`src/rtl/mem_responder_if.sv`:
```
// rtl/mem_responder_if.sv - link lanes, SRAM port and status signals of the memory responder
// Signals:
//   rx_pins   - command frames from the CPU (start, header, payload lanes)
//   tx_pins   - response frames to the CPU
//   mem_addr  - SRAM word address
//   mem_wdata - SRAM write data
//   mem_we    - one-cycle SRAM write strobe
//   mem_re    - one-cycle SRAM read strobe, mem_rdata valid the following cycle
//   mem_rdata - SRAM read data
//   busy      - receive, execute, capture or transmit activity in progress
//   error     - sticky response-FIFO overflow
//   tx_stall  - test hook: holds the response FIFO undrained while high (tie low in use)
interface mem_responder_if #(
    parameter int IO_BITS        = 2,
    parameter int PAYLOAD_CYCLES = 8,
    parameter int ADDR_BITS      = 8
);
    localparam int PW = IO_BITS * PAYLOAD_CYCLES;

    logic [IO_BITS-1:0]   rx_pins;
    logic [IO_BITS-1:0]   tx_pins;
    logic [ADDR_BITS-1:0] mem_addr;
    logic [PW-1:0]        mem_wdata;
    logic                 mem_we;
    logic                 mem_re;
    logic [PW-1:0]        mem_rdata;
    logic                 busy;
    logic                 error;
    logic                 tx_stall;

    modport slave (
        input  rx_pins, mem_rdata, tx_stall,
        output tx_pins, mem_addr, mem_wdata, mem_we, mem_re, busy, error
    );

    modport master (
        output rx_pins, mem_rdata, tx_stall,
        input  tx_pins, mem_addr, mem_wdata, mem_we, mem_re, busy, error
    );
endinterface

```
`src/rtl/mem_responder.sv`:
```
// rtl/mem_responder.sv - start-bit serial memory responder: decodes command frames, drives SRAM, returns read data
// Ports:
//   clk   - clock
//   reset - asynchronous active-high reset, clears all state and discards partial frames
//   bus   - mem_responder_if.slave: rx/tx lanes, SRAM port, busy/error status, tx_stall hook
module mem_responder #(
    parameter int                 IO_BITS        = 2,
    parameter int                 TX_CMD_BITS    = 2,
    parameter int                 PAYLOAD_CYCLES = 8,
    parameter int                 ADDR_BITS      = 8,
    parameter logic [IO_BITS-1:0] RESP_SB        = IO_BITS'(1)
) (
    input  logic           clk,
    input  logic           reset,
    mem_responder_if.slave bus
);
    localparam int PW    = IO_BITS * PAYLOAD_CYCLES;
    localparam int CNT_W = (PAYLOAD_CYCLES > 1) ? $clog2(PAYLOAD_CYCLES) : 1;
    localparam logic [CNT_W-1:0]       CNT_LAST  = CNT_W'(PAYLOAD_CYCLES - 1);
    localparam logic [TX_CMD_BITS-1:0] CMD_ADDR  = TX_CMD_BITS'(0);
    localparam logic [TX_CMD_BITS-1:0] CMD_WRITE = TX_CMD_BITS'(1);
    localparam logic [TX_CMD_BITS-1:0] CMD_READ  = TX_CMD_BITS'(2);

    typedef enum logic [1:0] {RX_IDLE, RX_HDR, RX_PAY} rx_state_t;
    typedef enum logic [1:0] {TX_IDLE, TX_DATA, TX_GAP} tx_state_t;

    // receive side
    rx_state_t              rx_state_q, rx_state_d;
    logic [CNT_W-1:0]       rx_cnt_q, rx_cnt_d;
    logic [TX_CMD_BITS-1:0] cmd_q, cmd_d;
    logic [PW-1:0]          pay_q, pay_d;
    logic                   rx_last;

    // execution side
    logic [ADDR_BITS-1:0]   addr_reg_q, addr_reg_d;
    logic [ADDR_BITS-1:0]   mem_addr_q, mem_addr_d;
    logic [PW-1:0]          mem_wdata_q, mem_wdata_d;
    logic                   mem_we_q, mem_we_d;
    logic                   mem_re_q, mem_re_d;
    logic                   exec_q;
    logic                   cap_q;

    // response FIFO (two entries)
    logic [PW-1:0]          fifo_q [2];
    logic                   wr_ptr_q, rd_ptr_q;
    logic [1:0]             count_q;
    logic                   fifo_empty, fifo_full;
    logic                   push, pop, push_ok, overflow;
    logic                   error_q;

    // transmit side
    tx_state_t              tx_state_q, tx_state_d;
    logic [CNT_W-1:0]       tx_cnt_q, tx_cnt_d;
    logic [PW-1:0]          tx_sh_q, tx_sh_d;
    logic [IO_BITS-1:0]     tx_lane;

    // Receive FSM. Payload is shifted in from the top so that after the last
    // beat the first (least significant) beat sits at bit 0.
    always_comb begin
        rx_state_d = rx_state_q;
        rx_cnt_d   = rx_cnt_q;
        cmd_d      = cmd_q;
        pay_d      = pay_q;
        rx_last    = 1'b0;
        case (rx_state_q)
            RX_IDLE: begin
                if (bus.rx_pins[0]) begin
                    rx_state_d = RX_HDR;
                end
            end
            RX_HDR: begin
                cmd_d      = bus.rx_pins[TX_CMD_BITS-1:0];
                rx_cnt_d   = '0;
                rx_state_d = RX_PAY;
            end
            RX_PAY: begin
                pay_d    = {bus.rx_pins, pay_q[PW-1:IO_BITS]};
                rx_cnt_d = rx_cnt_q + CNT_W'(1);
                if (rx_cnt_q == CNT_LAST) begin
                    rx_state_d = RX_IDLE;
                    rx_last    = 1'b1;
                end
            end
            default: rx_state_d = RX_IDLE;
        endcase
    end

    // Command execution is decided on the last payload beat and registered, so
    // the strobes and address are visible for exactly the following cycle.
    always_comb begin
        addr_reg_d  = addr_reg_q;
        mem_addr_d  = mem_addr_q;
        mem_wdata_d = mem_wdata_q;
        mem_we_d    = 1'b0;
        mem_re_d    = 1'b0;
        if (rx_last) begin
            case (cmd_q)
                CMD_ADDR: begin
                    addr_reg_d = pay_d[ADDR_BITS-1:0];
                end
                CMD_WRITE: begin
                    mem_we_d    = 1'b1;
                    mem_addr_d  = addr_reg_q;
                    mem_wdata_d = pay_d;
                    addr_reg_d  = addr_reg_q + ADDR_BITS'(1);
                end
                CMD_READ: begin
                    mem_re_d   = 1'b1;
                    mem_addr_d = pay_d[ADDR_BITS-1:0];
                end
                default: ;
            endcase
        end
    end

    assign fifo_empty = (count_q == 2'd0);
    assign fifo_full  = (count_q == 2'd2);
    assign push       = cap_q;
    // A pop in the same cycle frees the slot, so push-while-full is only an
    // overflow when nothing is leaving.
    assign push_ok    = push && (!fifo_full || pop);
    assign overflow   = push && fifo_full && !pop;

    // Transmit FSM. TX_GAP guarantees at least one zero cycle between frames.
    always_comb begin
        tx_state_d = tx_state_q;
        tx_cnt_d   = tx_cnt_q;
        tx_sh_d    = tx_sh_q;
        tx_lane    = '0;
        pop        = 1'b0;
        case (tx_state_q)
            TX_IDLE: begin
                if (!fifo_empty && !bus.tx_stall) begin
                    tx_lane    = RESP_SB;
                    pop        = 1'b1;
                    tx_sh_d    = fifo_q[rd_ptr_q];
                    tx_cnt_d   = '0;
                    tx_state_d = TX_DATA;
                end
            end
            TX_DATA: begin
                tx_lane  = tx_sh_q[IO_BITS-1:0];
                tx_sh_d  = tx_sh_q >> IO_BITS;
                tx_cnt_d = tx_cnt_q + CNT_W'(1);
                if (tx_cnt_q == CNT_LAST) begin
                    tx_state_d = TX_GAP;
                end
            end
            TX_GAP:  tx_state_d = TX_IDLE;
            default: tx_state_d = TX_IDLE;
        endcase
    end

    always_ff @(posedge clk or posedge reset) begin
        if (reset) begin
            rx_state_q  <= RX_IDLE;
            rx_cnt_q    <= '0;
            cmd_q       <= '0;
            pay_q       <= '0;
            addr_reg_q  <= '0;
            mem_addr_q  <= '0;
            mem_wdata_q <= '0;
            mem_we_q    <= 1'b0;
            mem_re_q    <= 1'b0;
            exec_q      <= 1'b0;
            cap_q       <= 1'b0;
            fifo_q[0]   <= '0;
            fifo_q[1]   <= '0;
            wr_ptr_q    <= 1'b0;
            rd_ptr_q    <= 1'b0;
            count_q     <= 2'd0;
            error_q     <= 1'b0;
            tx_state_q  <= TX_IDLE;
            tx_cnt_q    <= '0;
            tx_sh_q     <= '0;
        end else begin
            rx_state_q  <= rx_state_d;
            rx_cnt_q    <= rx_cnt_d;
            cmd_q       <= cmd_d;
            pay_q       <= pay_d;
            addr_reg_q  <= addr_reg_d;
            mem_addr_q  <= mem_addr_d;
            mem_wdata_q <= mem_wdata_d;
            mem_we_q    <= mem_we_d;
            mem_re_q    <= mem_re_d;
            exec_q      <= rx_last;
            // SRAM returns data the cycle after the read strobe.
            cap_q       <= mem_re_q;
            if (push_ok) begin
                fifo_q[wr_ptr_q] <= bus.mem_rdata;
                wr_ptr_q         <= ~wr_ptr_q;
            end
            if (pop) begin
                rd_ptr_q <= ~rd_ptr_q;
            end
            case ({push_ok, pop})
                2'b10:   count_q <= count_q + 2'd1;
                2'b01:   count_q <= count_q - 2'd1;
                default: ;
            endcase
            if (overflow) begin
                error_q <= 1'b1;
            end
            tx_state_q <= tx_state_d;
            tx_cnt_q   <= tx_cnt_d;
            tx_sh_q    <= tx_sh_d;
        end
    end

    assign bus.tx_pins   = tx_lane;
    assign bus.mem_addr  = mem_addr_q;
    assign bus.mem_wdata = mem_wdata_q;
    assign bus.mem_we    = mem_we_q;
    assign bus.mem_re    = mem_re_q;
    assign bus.error     = error_q;
    assign bus.busy      = (rx_state_q != RX_IDLE) || exec_q || cap_q ||
                           !fifo_empty || (tx_state_q != TX_IDLE);
endmodule

```
`src/flat_wrapper.sv`:
```
// flat-port wrapper written by rule: the top's interface ports become plain ports
module mem_responder_flat 
#(
    parameter int                 IO_BITS        = 2,
    parameter int                 TX_CMD_BITS    = 2,
    parameter int                 PAYLOAD_CYCLES = 8,
    parameter int                 ADDR_BITS      = 8,
    parameter logic [IO_BITS-1:0] RESP_SB        = IO_BITS'(1)
)
  (clk, reset, bus_rx_pins, bus_mem_rdata, bus_tx_stall, bus_tx_pins, bus_mem_addr, bus_mem_wdata, bus_mem_we, bus_mem_re, bus_busy, bus_error);
  mem_responder_if #(.IO_BITS(IO_BITS), .PAYLOAD_CYCLES(PAYLOAD_CYCLES), .ADDR_BITS(ADDR_BITS)) bus_i ();
  input  logic clk;
  input  logic reset;
  input wire logic [$bits(bus_i.rx_pins)-1:0] bus_rx_pins;
  input wire logic [$bits(bus_i.mem_rdata)-1:0] bus_mem_rdata;
  input wire logic [$bits(bus_i.tx_stall)-1:0] bus_tx_stall;
  output wire logic [$bits(bus_i.tx_pins)-1:0] bus_tx_pins;
  output wire logic [$bits(bus_i.mem_addr)-1:0] bus_mem_addr;
  output wire logic [$bits(bus_i.mem_wdata)-1:0] bus_mem_wdata;
  output wire logic [$bits(bus_i.mem_we)-1:0] bus_mem_we;
  output wire logic [$bits(bus_i.mem_re)-1:0] bus_mem_re;
  output wire logic [$bits(bus_i.busy)-1:0] bus_busy;
  output wire logic [$bits(bus_i.error)-1:0] bus_error;
  assign bus_i.rx_pins = bus_rx_pins;
  assign bus_i.mem_rdata = bus_mem_rdata;
  assign bus_i.tx_stall = bus_tx_stall;
  assign bus_tx_pins = bus_i.tx_pins;
  assign bus_mem_addr = bus_i.mem_addr;
  assign bus_mem_wdata = bus_i.mem_wdata;
  assign bus_mem_we = bus_i.mem_we;
  assign bus_mem_re = bus_i.mem_re;
  assign bus_busy = bus_i.busy;
  assign bus_error = bus_i.error;
  mem_responder #(.IO_BITS(IO_BITS), .TX_CMD_BITS(TX_CMD_BITS), .PAYLOAD_CYCLES(PAYLOAD_CYCLES), .ADDR_BITS(ADDR_BITS), .RESP_SB(RESP_SB)) u_core (.clk(clk), .reset(reset), .bus(bus_i));
endmodule
```
`config.mk`:
```
export PLATFORM = sky130hd
export DESIGN_NAME = mem_responder_flat
export DESIGN_NICKNAME = d
export VERILOG_FILES = /design/src/rtl/mem_responder_if.sv /design/src/rtl/mem_responder.sv /design/src/flat_wrapper.sv
export SDC_FILE = /design/constraint.sdc
export NUM_CORES = 1
export LEC_CHECK = 0
export BUFFER_PORTS_ARGS = -buffer_cell sky130_fd_sc_hd__buf_2
export CAP_MARGIN = 20
export CORE_ASPECT_RATIO = 1.4
export CORE_MARGIN = 2
export CORE_UTILIZATION = 40
export CTS_CLUSTER_SIZE = 28
export DETAILED_ROUTE_END_ITERATION = 7
export REMOVE_ABC_BUFFERS = 1
export SYNTH_ARGS = -nofsm -noshare
export SYNTH_HDL_FRONTEND = slang
export SYNTH_SLANG_ARGS = --single-unit
```
`constraint.sdc`:
```
create_clock -name clk -period 3.6 [get_ports clk]
set_input_delay 0.54 -clock clk [delete_from_list [all_inputs] [get_ports clk]]
set_output_delay 0.54 -clock clk [all_outputs]
set_load 0.01 [all_outputs]
```
==> results.yml <==
placed_design:
  routabilityCongestion: 0.760
  place_area_um2: 5590
  port_buffers: 50
  post-place-ws_ns: 1.00
  hpwl_mm: 6.97
die:
  row_count: 49
  die_width_um: 100
  die_y_um: 139
  pin_count: 51
  core_area_um2: 12800
  initial_core_util_pct: 40.8
  fp.dieArea_um2: 14000
route:
  vias_per_cell: 5.26
  wl_per_cell_um: 16.0
  wl_mm: 10.5
  remaining_drc_errors: 0
  ant_nets: 0
  vias: 3435
  drt_iter0_markers: 115
  drt_pre_antenna_iters: 4
timing:
  max_clock_freq_mhz: 384
  finalCritPeriodShare_pct: 72.3
  min_period_ns: 2.60
  slew_violations: 0
  grt_setup_unrepaired: "false"
  finalHoldViolations: 0
  relSlewSlack_pct: 35.3
  finalSetupTns_ns: 0
  finalSetupViolCount: 0
  fin_hold_ws_ns: 0.322
  worstMarginPinSlew_ns: 0.970
  fin_ws_ns: 0.996
  worst_clock_skew_ns: 0.00941
yosys:
  async_flop_share_pct: 100
  yosysSeqAreaShare_pct: 56.2
  ys_seq_elements: 117
  synthesis.area_um2: 5210
  yosysMostFrequentCell: "dfrtp_1"
  synth_ff_type: "dfrtp_1"
  synth.largest_area_cell: "dfrtp_1"
  synth_edf_count: 0
  avgSynthCellArea_um2: 11.9
  synth_top_cell_area_share_pct: 56.2
  synth.area.top_cells: "dfrtp_1, mux2_2, nand2_1"
  postSynthCellCount: 436
  ys_types: 42
  yosys_warnings: 0
  synth_commonest_cells: "dfrtp_1, mux2_2, nand2_1"
critical_path:
  worstSetupPathType: "reg -> out"
  path_delay_family: "simple AND/OR/NAND/NOR gates"
  start_kind: "register"
  path_buf_inv: 1
  critPathArrivalTime_ns: 2.06
  crit_required_ns: 3.06
  critPathCaptureType: "primary output"
  path_cells: "or2_1 -> or4_1 -> buf_2"
  crit_path_max_incr_delay_ns: 0.59
  slowest_stage: "or4_1"
  critPathMaxFanout: 17
hold_path:
  worstHoldPathType: "in -> async"
final_layout:
  drive_gt1_share_pct: 29.6
  diodes: 0
  stdcell_area_um2: 6210
  area_delta_synth_final_pct: 19.2
  nNetsFinal: 523
cts:
  cts_tree: "built"
  clock_path_buffers: 2
  clockRootBuffer: "clkbuf_16"
  cts_num_sinks: 117
  cts-buffers-inserted: 17
  cts_setup_buffers: 0
  htreeDepth: 4
  clk_latency_ns: 0.41
  clk_pin_slew_worst_paths_ns: 0.05
  cts_resized: 0
  cts_hold_buf: 0
outcome:
  outcome: "finished, final reports clean"
power_and_ir_drop:
  power_switching_mw: 1.35
  power_density_nw_per_um2: 722
  p_int_mw: 3.13
  ir_drop_uv: 376
  pwr-share-clk_pct: 39.3
  p_leak_nw: 3.10
  p_sw_share_pct: 30.2
  seqPwrFrac_pct: 38.0
  comb_power_share_pct: 22.7
grt:
  grt_first_pass_wirelength_mm: 18.0
  grt_pass1_vias: 3636
  grt_max_degree: 73
  antenna_found_initial: 0
  gr-usage-all-layers_pct: 16.6
  overflow: 0
job:
  drv_cap: 0
## state kept, by name, indices dropped and copies added, names as in the netlist, 3 cells and up
| register | count |
|---|---|
| u_core.tx_sh_q | 16 |
| u_core.rx_cnt_q | 3 |
| u_core.pay_q | 16 |
| u_core.tx_cnt_q | 3 |
| u_core.addr_reg_q | 8 |
| u_core.bus.mem_wdata | 16 |
| u_core.bus.mem_addr | 8 |
| u_core.fifo_q | 32 |
## cell families after synthesis
group / synth area share (%)
simple gates: 9.11
flops: 56.2
xor+xnor: 0.841
mux: 17.4
compound gates: 9.13
fa+ha+maj: 3.36
buf+inv: 3.92
## cell usage in the layout (no fill, tap or decap), drive strengths merged, types with 5 or more instances in the layout
cell type and n:
a211oi 7, nor2 7, inv 24, o211ai 18
dfrtp 117, nand2 53, nand3 22, o21ai 20
a21o 5, ha 14, nand2b 7, mux2i 14
clkbuf 19, buf 57, mux2 68
## final timing paths
kind                                 startpoint                     end  slack (ns)  cells past startpoint
max                           u_core.count_q[0]                bus_busy         1.0                      3
min                                       reset         u_core.pay_q[5]        0.32                      2
max reg2reg                u_core.rx_state_q[0]    u_core.addr_reg_q[7]        1.11                      5
min reg2reg                   u_core.bus.mem_re            u_core.cap_q        0.43                      0
max in group asynchronous                 reset  u_core.bus.mem_addr[6]        2.36                      3
min in group clk               bus_mem_rdata[7]        u_core.fifo_q[7]        0.37                      2
## metrics by stage
step,instances,utilization [%],power (mW)
6_report,653,48.7,4.48
4_1_cts,653,48.7,4.54
3_3_place_gp,622,43.8,2.72
3_5_place_dp,622,43.8,2.75
5_1_grt,653,48.7,4.77
2_1_floorplan,412,-,2.43
## per-layer routing
layer  track usage, %  vias up  routed length, um
li1                 -     1636                  -
met1             20.4     1722               4590
met2             27.6       69               5440
met3             4.49        8                365
met4             6.71        0                 79
met5                0        -                  0
## layout make-up
type | count | area [um^2]
Multi-Input combinational cell | 272 | 2070
Clock buffer | 19 | 443
Sequential cell | 117 | 2930
Tap cell | 153 | 191
Timing Repair Buffer | 57 | 303
Clock inverter | 12 | 179
Inverter | 23 | 88.8
Fill cell | 1170 | 6550
## power by group through the flow
| stage | clock [mW] | sequential (mW) | combinational, mW |
|---|---|---|---|
| detailed placement | 0 | 1.73 | 1.02 |
| global placement | 0 | 1.72 | 0.999 |
| floorplan | 0 | 1.67 | 0.759 |
| CTS | 1.80 | 1.71 | 1.03 |
| finish | 1.76 | 1.70 | 1.02 |
| global route | 1.88 | 1.74 | 1.15 |
Note: power is estimated with default switching activity, not from simulation.
